**src/rtl/mux_sel_serializer.sv**
```systemverilog
// Sequencer for an 8:1 mux tree: latches a word, then walks the select lines
// across every input, producing one serial beat per accepted output handshake.
module mux_sel_serializer #(
  parameter int LSB_FIRST = 1,
  parameter int CNT_W     = 8
) (
  input  logic             clk,
  input  logic             rst_n,
  input  logic             load_valid,
  input  logic [7:0]       load_data,
  output logic             load_ready,
  output logic [7:0]       mux_i,
  output logic             s0,
  output logic             s1,
  output logic             s2,
  output logic             ser_valid,
  output logic             ser_bit,
  output logic             ser_last,
  input  logic             out_ready,
  output logic [CNT_W-1:0] word_cnt
);

  localparam logic [2:0] FIRST_IDX = (LSB_FIRST != 0) ? 3'd0 : 3'd7;
  localparam logic [2:0] LAST_IDX  = (LSB_FIRST != 0) ? 3'd7 : 3'd0;
  localparam logic [2:0] SEL_STEP  = (LSB_FIRST != 0) ? 3'd1 : 3'd7;

  typedef enum logic {IDLE, SHIFT} state_e;

  state_e           state_q, state_d;
  logic [7:0]       word_q, word_d;
  logic [2:0]       sel_q, sel_d;
  logic [CNT_W-1:0] cnt_q, cnt_d;

  logic loadFire;
  logic beatFire;
  logic lastFire;

  assign beatFire = ser_valid & out_ready;
  assign lastFire = beatFire & ser_last;
  assign loadFire = load_valid & load_ready;

  always_ff @(posedge clk or negedge rst_n) begin
    if (!rst_n) begin
      state_q <= IDLE;
    end else begin
      state_q <= state_d;
    end
  end

  // A load on the last beat keeps us in SHIFT so the next word follows with no bubble.
  always_comb begin
    state_d = state_q;
    case (state_q)
      IDLE:    if (loadFire) state_d = SHIFT;
      SHIFT:   if (lastFire && !loadFire) state_d = IDLE;
      default: state_d = IDLE;
    endcase
  end

  always_comb begin
    ser_valid  = (state_q == SHIFT);
    ser_last   = ser_valid && (sel_q == LAST_IDX);
    load_ready = rst_n && ((state_q == IDLE) || (ser_valid && ser_last && out_ready));
  end

  always_comb begin
    word_d = word_q;
    sel_d  = sel_q;
    cnt_d  = cnt_q;
    if (beatFire) begin
      sel_d = ser_last ? FIRST_IDX : (sel_q + SEL_STEP);
    end
    if (lastFire) begin
      cnt_d = cnt_q + CNT_W'(1);
    end
    if (loadFire) begin
      word_d = load_data;
      sel_d  = FIRST_IDX;
    end
  end

  always_ff @(posedge clk or negedge rst_n) begin
    if (!rst_n) begin
      word_q <= '0;
      sel_q  <= '0;
      cnt_q  <= '0;
    end else begin
      word_q <= word_d;
      sel_q  <= sel_d;
      cnt_q  <= cnt_d;
    end
  end

  assign mux_i        = word_q;
  assign {s2, s1, s0} = sel_q;
  assign ser_bit      = word_q[sel_q];
  assign word_cnt     = cnt_q;

endmodule

```
**config.mk**
```make
export PLATFORM = sky130hd
export DESIGN_NAME = mux_sel_serializer
export DESIGN_NICKNAME = d
export VERILOG_FILES = /design/src/rtl/mux_sel_serializer.sv
export SDC_FILE = /design/constraint.sdc
export NUM_CORES = 1
export LEC_CHECK = 0
export CAP_MARGIN = 10
export CORE_MARGIN = 5
export CORE_UTILIZATION = 44
export CTS_CLUSTER_DIAMETER = 60
export CTS_CLUSTER_SIZE = 30
export DETAILED_ROUTE_END_ITERATION = 6
export GPL_ROUTABILITY_DRIVEN = 0
export PLACE_DENSITY = 0.82
export SLEW_MARGIN = 20
export SYNTH_ARGS = -nofsm -noshare
export SYNTH_HDL_FRONTEND = slang
export SYNTH_SLANG_ARGS = --single-unit
export TNS_END_PERCENT = 100
```
**constraint.sdc**
```tcl
create_clock -name clk -period 3.3 [get_ports clk]
set_clock_uncertainty 0.15 [all_clocks]
set_input_delay 0.66 -clock clk [delete_from_list [all_inputs] [get_ports clk]]
set_output_delay 0.66 -clock clk [all_outputs]
set_load 0.02 [all_outputs]
```
==> results.md <==
Run status:
- The run finished with clean final reports.

GRT:
- The number of antenna violations at the first check in global routing is 0.
- The global routing usage summed across all routing layers is between 10% and 20%.
- The first global-routing pass estimated between 3 and 4 mm of wire.
- Global routing finished with a remaining overflow of 0.
- The largest net degree at the start of global routing is 22.
- The number of global-route vias before repair is approximately 700.

Critical path:
- The critical register-to-register path startpoint is sel_q[1].
- The sum of buffers and inverters on the critical path is 1.
- The critical path required time is around 2500 ps.
- The signal on the critical path passes through ha_1, ha_1, nand3_4, nand2_1, and2_1, clkdlybuf4s50_1.
- For this design, the slowest cell found on the critical path is clkdlybuf4s50_1.
- The endpoint identified for the worst register-to-register timing path is mux_i[7].
- The depth of the worst register-to-register path is 5.
- The launching element type of the critical path is a flip-flop.
- The timing startpoint of the critical path is sel_q[1].
- Of all nets on the critical path, the largest fanout is 6.
- The family with the most delay on the worst path is buffers and inverters.
- The capturing element type of the critical path is an output pin.
- In this design, the stage delay of the slowest critical-path cell is approximately 600 ps.
- The most common cell type on the critical path is ha_1.
- Setup slack on the worst reg-to-reg path comes out at around 1100 ps.
- The category of the critical setup timing path is flip-flop to output pin.
- STA puts the critical path data arrival time at approximately 2200 ps.

STA:
- The number of slew-limit violations in the final report came to 0.
- The count of final hold-check violations is 0.
- Setup repair after global routing left no endpoint under its margin.
- The peak clock frequency supported by timing is 331 MHz.
- The measured slew at the worst slew-check pin is 453 ps.
- The setup total negative slack is 0 ps.
- The worst slew margin relative to its limit is between 60% and 70%.
- Dividing the final minimum period by the clock period gives 91.5%.
- The number of failing setup endpoints in the final timing report is 0.
- The minimum clock period is about 3000 ps.

Final layout:
- After filler insertion, the fill cell instance count of the layout stands at between 150 and 200.
- The final antenna diode count is 0.
- The final layout net count is approximately 130.
- In the final layout, the share of cells above drive strength 1 is approximately 17%.
- Compared with the post-synthesis result, the final layout area differs by 39.6%.
- Across the whole layout, storage elements account for ~500 µm².
- Cells fill 62.6% of the core in the end.
- The multi-input combinational cells in the finished layout cover a total of ~440 µm².

Yosys:
- Summing the areas of all xor and xnor instances in the mapped netlist gives about 6.3% of the synthesized area.
- The number of nets handed over by synthesis was 87.
- The top flip-flop cell by instance count after synthesis is dfrtp_1.
- Synthesis inferred 20 register bits.
- Multiplexer cells account for between 15 and 20% of the synthesized area.
- The number of synthesized flops with an enable pin is 0.
- In the post-synthesis netlist, the cell with the most instances is dfrtp_1.
- The post-synthesis async set-or-reset flop share is 100%.
- Sequential cells were found to cover approximately half of the synthesized design area.
- The synthesized netlist devotes between 10% and 20% of its cell area to simple gates.
- The synthesized instance count is between 70 and 80.
- The number of library cell types mapped by synthesis is 20.
- After synthesis, the cell types taking the most area are dfrtp_1, mux2_4, mux4_2.
- The synthesized design spends more area on one cell type than any other, namely dfrtp_1.
- By area, the combinational part of the netlist is dominated by multiplexers.
- The area share of fa/ha/maj cells after synthesis is 3.86%.
- During synthesis, Yosys emitted a total of 0 warnings.
- Counting instances in the post-synthesis netlist gives the leading cell types as dfrtp_1, nand2_1, mux2_4.
- The post-synthesis area per instance is 13.5 µm².
- The synthesized design devotes to its leading area cell type between 50% and 60% of total area.
- The synthesized netlist devotes between 2 and 3% of its cell area to compound gates.
- The total standard cell area after synthesis is 972 µm².

Power:
- The combinational cell fraction of total power is between 50% and 60%.
- Internal power comes to 0.000697 W.
- The share of total power dissipated in sequential elements is between 30% and 40%.
- For this design the static power due to leakage is between 0.6 and 0.7 nW.
- The worst voltage drop across the vdd grid is 0.561 mV.
- The switching portion of total power is 36.6%.
- The power per standard cell area is 810 mW/mm².
- For this design the total switching power over the nets is between 0.0004 and 0.0005 W.
- In this run, the clock network consumes 9.9% of the power.

Hold path:
- The path with the worst hold slack has its endpoint at word_cnt[7].
- The number of instances on the worst hold path is 1.
- The worst hold path begins at word_cnt[7].
- The path class of the tightest hold or removal check is flip-flop to flip-flop.

CTS:
- Clock-pin slew was measured on the worst setup and hold paths at about 100 ps.
- The post-cts sizing count is 0.
- The clock root buffer is clkbuf_4.
- TritonCTS built the clock tree.
- CTS built an H-tree with a depth of 1.
- The maximum clock insertion buffer count is 2.
- The worst-skew pair later-pin latency is between 200 and 300 ps.
- Buffers inserted to repair hold after CTS numbered 0.
- The number of buffers inserted by post-CTS setup repair is 0.
- The number of clock sinks is 20.
- In this run, CTS created clock tree buffers numbering 3.

Floorplan:
- During I/O placement, the number of pins put on the boundary was 35.
- The number of standard-cell rows in the floorplan is 17.
- The area of the core is around 0.0022 mm².
- In this run the horizontal extent of the chip is 57.0 µm.
- The die covers 0.00325 mm².
- The overall die height is between 50 and 60 µm.
- For this configuration, the core starts out at a cell density of approximately 45%.

Drt:
- The number of detailed-route iterations in the first pass is 4.
- The remaining design rule violation count is 0.
- The total via count after detailed routing is 694.
- For this block, the initial DRC count from the detailed router was 12.
- The wire length per cell is ~15 µm.
- The post-detailed-routing wire length is 2.02 mm.
- The remaining number of nets flagged by the antenna check after routing is 0.
- After detailed routing, the number of vias per cell comes to roughly 5.1.

Placed design:
- Port buffering added 34 buffers.
- The post-DP HPWL is between 1.5 and 2 mm.

Flow run:
- The max-cap check violation count is 0.
layer usage:
layer | vias up | wire [µm] | GRT usage, %
met5 | - | 0 | 0
met4 | 0 | 0 | 4.97
met3 | 0 | 149 | 2.94
met2 | 27 | 945 | 19.4
met1 | 344 | 927 | 16.5
li1 | 323 | - | -
power by group through the flow:
stage | clock, W | combinational, W | sequential, W
floorplan | 0 | 0.000243 | 0.000501
global placement | 0 | 0.000566 | 0.000420
detailed placement | 0 | 0.000577 | 0.000426
CTS | 0.000115 | 0.000579 | 0.000422
global route | 0.000123 | 0.000602 | 0.000432
finish | 0.000109 | 0.000572 | 0.000419
per-stage QoR:
stage / hold WS, ps / power, W / worst slack, ps / cell area [µm²] / instances
3_5_place_dp: 317 / 0.00100 / 326 / 1340 / 134
6_report: 329 / 0.00110 / 282 / 1360 / 137
5_1_grt: 369 / 0.00116 / 158 / 1360 / 137
3_3_place_gp: 311 / 0.000986 / 341 / 1340 / 134
4_1_cts: 333 / 0.00112 / 267 / 1360 / 137
2_1_floorplan: 214 / 0.000743 / 1080 / 972 / 72
registers in the layout (all words and copies together), names as in the netlist:
signal     count
ser_valid      1
sel_q          3
mux_i          8
word_cnt       8
kinds of logic (layout without fill, tap and decap cells):
| family | after synthesis | in the layout |
|---|---|---|
| AO/OA/AOI/OAI | 3 | 3 |
| buffers and inverters | 2 | 39 |
| AND/OR/NAND/NOR | 24 | 24 |
| multiplexers | 13 | 13 |
| XOR/XNOR | 7 | 7 |
| flip-flops | 20 | 20 |
| adder cells (fa/ha/maj) | 3 | 3 |
worst max path at each step:
stage / to / slack, ps / depth (start not counted)
floorplan: load_ready / 1080 / 5
global placement: load_ready / 340 / 5
detailed placement: load_ready / 330 / 5
CTS: load_ready / 270 / 6
global route: load_ready / 160 / 6
finish: load_ready / 280 / 6
layout by cell type (no fill, tap or decap), drive strengths merged:
cell / instances
clkdlybuf4s50: 34
dfrtp: 20
mux2: 10
nand2: 8
nor2: 5
xor2: 5
nand3: 4
ha: 3
clkbuf: 3
a21oi: 3
and2: 2
mux4: 2
nand4: 2
nor3: 2
xnor2: 2
buf: 2
mux2i: 1
nand4b: 1
worst reg2reg max path, stage by stage, from the launching register on:
cell     delay (ps)
dfrtp_1         470
ha_1            200
ha_1            260
nand3_4         150
a21oi_4         440
mux2_2          380
layout make-up:
| cell class | instances | share of cell area [%] |
|---|---|---|
| Sequential cell | 20 | 36.9 |
| Timing Repair Buffer | 36 | 26.2 |
| Tap cell | 28 | 2.58 |
| Multi-Input combinational cell | 50 | 32.7 |
| Clock buffer | 3 | 1.66 |
No activity file was read; power rests on OpenSTA's default activity.
